### src/rtl/melody_sequencer.sv
// melody_sequencer: plays a fixed 8-note melody as a square wave with play/stop, octave shift and enable gating
module melody_sequencer #(
    parameter int CLK_HZ     = 25000000,
    parameter int BEAT_TICKS = 6250000,
    parameter int GAP_TICKS  = 250000,
    parameter int LOOP       = 0
) (
    input  logic       clk,
    input  logic       reset,
    input  logic       enable,
    input  logic       play_pulse,
    input  logic       octave_pulse,
    output logic       speaker,
    output logic       playing,
    output logic [2:0] note_index,
    output logic [1:0] octave,
    output logic       done
);
    localparam int DW = $clog2(CLK_HZ / 440 + 1);
    localparam int CW = $clog2(2 * BEAT_TICKS + 1);
    localparam int GW = $clog2(GAP_TICKS + 1);
    localparam logic [DW-1:0] DIV_A3 = DW'(CLK_HZ / 440 - 1);
    localparam logic [DW-1:0] DIV_A4 = DW'(CLK_HZ / 880 - 1);
    localparam logic [DW-1:0] DIV_E5 = DW'(CLK_HZ / 1318 - 1);
    localparam logic [DW-1:0] DIV_A5 = DW'(CLK_HZ / 1760 - 1);

    typedef enum logic [1:0] {IDLE, NOTE, GAP} state_t;

    // A divider of zero marks a rest: the speaker never toggles
    function automatic logic [DW-1:0] rom_div(input logic [2:0] idx);
        case (idx)
            3'd0:    rom_div = DIV_A3;
            3'd1:    rom_div = DIV_A4;
            3'd3:    rom_div = DIV_E5;
            3'd4:    rom_div = DIV_A4;
            3'd6:    rom_div = DIV_A5;
            3'd7:    rom_div = DIV_A3;
            default: rom_div = '0;
        endcase
    endfunction

    function automatic logic [1:0] rom_beats(input logic [2:0] idx);
        rom_beats = (idx == 3'd3 || idx == 3'd6 || idx == 3'd7) ? 2'd2 : 2'd1;
    endfunction

    state_t        state_q, state_d;
    logic [2:0]    note_q, note_d, ld_idx;
    logic [1:0]    oct_q, oct_d, ld_beats;
    logic [DW-1:0] half_q, half_d, cur_div, cur_eff, ld_eff;
    logic [CW-1:0] dur_q, dur_d, ld_dur;
    logic [GW-1:0] gap_q, gap_d;
    logic          spk_q, spk_d, play_q, play_d, done_q, done_d;

    // Values a note load would use; the post-pulse octave so a start with an octave pulse uses the new pitch
    always_comb begin
        oct_d    = oct_q + {1'b0, octave_pulse};
        ld_idx   = (state_q == GAP && note_q != 3'd7) ? note_q + 3'd1 : 3'd0;
        ld_beats = rom_beats(ld_idx);
        ld_eff   = rom_div(ld_idx) >> oct_d;
        ld_dur   = CW'(BEAT_TICKS) * CW'(ld_beats) - CW'(1);
        cur_div  = rom_div(note_q);
        cur_eff  = cur_div >> oct_d;
    end

    // Next-state logic: abort (stop or enable low) beats every other transition, including the last gap expiry
    always_comb begin
        state_d = state_q;
        note_d  = note_q;
        half_d  = half_q;
        dur_d   = dur_q;
        gap_d   = gap_q;
        spk_d   = spk_q;
        play_d  = play_q;
        done_d  = 1'b0;
        if (state_q != IDLE && (play_pulse || !enable)) begin
            state_d = IDLE;
            note_d  = '0;
            half_d  = '0;
            dur_d   = '0;
            gap_d   = '0;
            spk_d   = 1'b0;
            play_d  = 1'b0;
        end else if (state_q == IDLE) begin
            if (play_pulse && enable) begin
                state_d = NOTE;
                note_d  = ld_idx;
                half_d  = ld_eff;
                dur_d   = ld_dur;
                spk_d   = 1'b0;
                play_d  = 1'b1;
            end
        end else if (state_q == NOTE) begin
            dur_d = dur_q - CW'(1);
            if (cur_div != '0) begin
                half_d = (half_q == '0) ? cur_eff : half_q - DW'(1);
                spk_d  = (half_q == '0) ? !spk_q : spk_q;
            end
            if (dur_q == '0) begin
                state_d = GAP;
                spk_d   = 1'b0;
                dur_d   = '0;
                gap_d   = GW'(GAP_TICKS - 1);
            end
        end else if (gap_q != '0) begin
            gap_d = gap_q - GW'(1);
        end else if (note_q != 3'd7 || LOOP != 0) begin
            state_d = NOTE;
            note_d  = ld_idx;
            half_d  = ld_eff;
            dur_d   = ld_dur;
        end else begin
            state_d = IDLE;
            note_d  = '0;
            play_d  = 1'b0;
            done_d  = 1'b1;
        end
    end

    // State and registered outputs
    always_ff @(posedge clk) begin
        if (reset) begin
            state_q <= IDLE;
            note_q  <= '0;
            oct_q   <= '0;
            half_q  <= '0;
            dur_q   <= '0;
            gap_q   <= '0;
            spk_q   <= 1'b0;
            play_q  <= 1'b0;
            done_q  <= 1'b0;
        end else begin
            state_q <= state_d;
            note_q  <= note_d;
            oct_q   <= oct_d;
            half_q  <= half_d;
            dur_q   <= dur_d;
            gap_q   <= gap_d;
            spk_q   <= spk_d;
            play_q  <= play_d;
            done_q  <= done_d;
        end
    end

    assign speaker    = spk_q;
    assign playing    = play_q;
    assign note_index = note_q;
    assign octave     = oct_q;
    assign done       = done_q;
endmodule

### config.mk
export PLATFORM = sky130hd
export DESIGN_NAME = melody_sequencer
export DESIGN_NICKNAME = d
export VERILOG_FILES = /design/src/rtl/melody_sequencer.sv
export SDC_FILE = /design/constraint.sdc
export NUM_CORES = 1
export LEC_CHECK = 0
export CAP_MARGIN = 20
export CORE_UTILIZATION = 25
export DETAILED_ROUTE_END_ITERATION = 12
export REMOVE_ABC_BUFFERS = 1
export SYNTH_ARGS = -nofsm -noshare
export SYNTH_HDL_FRONTEND = slang
export SYNTH_SLANG_ARGS = --single-unit
export TNS_END_PERCENT = 5
### constraint.sdc
create_clock -name clk -period 4.08 [get_ports clk]
set_clock_uncertainty 0.15 [all_clocks]
set_input_delay 0.816 -clock clk [delete_from_list [all_inputs] [get_ports clk]]
set_output_delay 0.816 -clock clk [all_outputs]
set_load 0.03 [all_outputs]
==> impl_metrics.csv <==
group,metric,value,unit
placement,dpl_cell_area,0.00557,sq mm
global_routing,gr-total-overflow,0,
setup_path,arrival,3.21,ns
drt,routed_wl,16000,um
sta,max_freq,318,MHz
cts,post_cts_buffers,0,
placement,globalplace.congestion,0.887,
global_routing,grt_pass1_vias,4881,
floorplan,die_w,146,um
finish,seqCellArea,0.00136,sq mm
yosys,ys_warn_count,0,
finish,diodes,0,
floorplan,num_rows,52,
yosys,ys_seq_elements,68,
global_routing,grt_max_degree,41,
cts,clk_latency,0.35,ns
yosys,synth_top_cell_area_share,0.262,
yosys,ys_seq_area_frac,0.262,
yosys,netlist_area,0.00519,sq mm
floorplan,die_y,146,um
cts,cts_buffers,9,
sta,worstMarginPinSlew,0.764,ns
finish,stdcell_area,0.00585,sq mm
drt,drtAntennaViolNets,0,
setup_path,crit_fanout,25,
drt,route.detailed.drc,0,
cts,cts_hold_buf,0,
finish,multi_input_area,0.00356,sq mm
drt,vias_per_cell,5.64,
yosys,synthArstFlopShare,0,
placement,post-dp-hpwl,11100,um
global_routing,grt_pass1_wl,26100,um
power,p_leak,2.01,nW
floorplan,pin_count,13,
floorplan,core_area,0.0203,sq mm
drt,wl_per_cell,16.5,um
yosys,synth_edf_count,0,
sta,fin_hold_ws,0.332,ns
setup_path,worstPathRequired,4.15,ns
sta,rsz0062_at_grt,"false",
floorplan,initial_core_util,0.256,
cts,root_buffer,"clkbuf_16",
cts,clock_path_buffers,2,
setup_path,path_class,"reg -> reg",
power,max-vdd-ir-drop,0.240,mV
setup_path,reg2reg_depth,8,
sta,period_needed,3.15,ns
floorplan,die_area,0.0214,sq mm
finish,drive_gt1_frac,0.0974,
sta,tns,0,ns
drt,drtIter0Drc,547,
finish,nets,711,
yosys,syn_area_per_cell,7.42,sq um
placement,pre_cts_slack,0.782,ns
sta,fin_crit_sh,0.772,
hold_path,hold_depth,2,
sta,setup_viol,0,
power,power.density,433,mW/mm^2
setup_path,crit_path_start_kind,"flip-flop",
cts,cts_tree,"yes",
hold_path,worstHoldPathType,"reg -> reg",
yosys,syn_inst,700,
finish,fillers,2214,
flow_run,maxCapViolations,0,
yosys,synthFlopType,"dfxtp_1",
yosys,yosys-top-cells-area,"dfxtp_1, a21oi_1, nor2_1",
finish,areaGrowthSynthToFinish,12.7,%
cts,cts_resized,0,
global_routing,antenna_found_initial,0,
yosys,yosys.cell_types.count,82,
yosys,synth.largest_area_cell,"dfxtp_1",
setup_path,cp-end-kind,"flip-flop",
sta,hold_violations,0,
cts,cts_max_level,3,
cts,path_clk_slew,0.06,ns
drt,first_pass_iters,5,
run_status,status,"finished clean",
placement,port_buffers,12,
sta,slew_violations,0,
cts,clkSinkCount,68,
global_routing,track_usage,0.150,
sta,slew_headroom,0.487,
power,p_total,2.53,mW
sta,setup_slack,0.932,ns
drt,vias,5460,
cell type report:
| type | count | area share |
|---|---|---|
| well taps | 270 | 0.0577 |
| inverters | 17 | 0.0109 |
| flip-flops and latches | 68 | 0.233 |
| repair buffers | 29 | 0.0423 |
| multi-input cells | 568 | 0.609 |
| clock buffers | 11 | 0.0415 |
| clock inverters | 5 | 0.00641 |
routing by layer:
| layer | up-vias | track usage | wire (um) |
|---|---|---|---|
| li1 | 2623 | - | - |
| met1 | 2587 | 0.204 | 7270 |
| met2 | 216 | 0.234 | 7300 |
| met3 | 34 | 0.0272 | 1010 |
| met4 | 0 | 0.0563 | 376 |
| met5 | - | 0 | 0 |
registers in the layout, summed over array words and instances (netlist names), 2 cells and up:
signal      cells
state_q         2
octave          2
half_q         16
note_index      3
gap_q          18
dur_q          24
kinds of logic (layout without fill, tap and decap cells):
group | Yosys count | count (layout) | synth area share
and+or+nand+nor | 280 | 280 | 0.280
AOI/OAI and AO/OA | 241 | 241 | 0.307
DFF | 68 | 68 | 0.262
buffers and inverters | 64 | 62 | 0.0535
xor gates and xnor gates | 23 | 23 | 0.0388
adders and majority gates | 13 | 13 | 0.0313
muxes | 11 | 11 | 0.0267
power breakdown:
| part | total (mW) | internal (mW) | switching, mW |
|---|---|---|---|
| clock | 0.756 | 0.429 | 0.327 |
| combinational | 0.952 | 0.333 | 0.619 |
| sequential | 0.824 | 0.734 | 0.0891 |
placed cells by master (no fill, tap or decap), drive strengths merged, types with 6 or more instances in the layout:
cell            n
a21oi          78
nor2           77
dfxtp          68
nand2          63
o21ai          49
nor3           29
buf            17
nand3          16
xnor2          16
nor4           16
inv            15
o31ai          15
ha             13
a31oi          12
clkdlybuf4s50  12
or3            12
nand2b         11
a211oi         11
clkbuf         11
nand4          10
or4            10
o211ai          8
or2             7
xor2            7
nor2b           7
a311oi          7
nor3b           6
mux2i           6
a32o            6
o22ai           6
cell usage after synthesis, types with 5 or more instances:
library cell / instances
a311oi_1: 6
nor2b_1: 7
a211oi_1: 10
ha_1: 13
buf_2: 5
nand2b_1: 11
o22ai_1: 6
xnor2_1: 16
nor4_1: 14
nor2_1: 76
a21oi_1: 78
inv_1: 15
or4_1: 8
nor3_1: 27
mux2i_1: 6
dfxtp_1: 68
nand2_1: 62
nor3b_1: 6
nand3_1: 15
a31oi_1: 12
xor2_1: 7
o21ai_0: 48
or3_1: 8
nand4_1: 10
a32o_1: 6
clkbuf_1: 35
or2_2: 7
o31ai_1: 14
o211ai_1: 8
critical path, cell delays in order, from the launching register on:
cell	delay (ns)
dfxtp_1	0.37
inv_1	0.23
ha_1	0.85
inv_1	0.28
a31o_2	0.30
or3_1	0.30
a221o_1	0.33
o211ai_1	0.11
a21oi_1	0.08
final timing paths:
| path | start | endpoint | slack [ns] |
|---|---|---|---|
| setup reg to reg | note_index[0]$_SDFFE_PP0P_ | half_q[12]$_SDFFE_PP0P_ | 0.93 |
| hold / removal | gap_q[5]$_SDFFE_PP0P_ | gap_q[5]$_SDFFE_PP0P_ | 0.33 |
| setup / recovery | note_index[0]$_SDFFE_PP0P_ | half_q[12]$_SDFFE_PP0P_ | 0.93 |
| hold reg to reg | gap_q[5]$_SDFFE_PP0P_ | gap_q[5]$_SDFFE_PP0P_ | 0.33 |
through the flow:
| stage | utilization | std cells |
|---|---|---|
| after floorplan | - | 653 |
| after global placement | 0.275 | 952 |
| after detailed placement | 0.275 | 952 |
| after CTS | 0.288 | 968 |
| after global routing | 0.288 | 968 |
| final | 0.288 | 968 |
No activity file was read; power rests on OpenSTA's default activity.
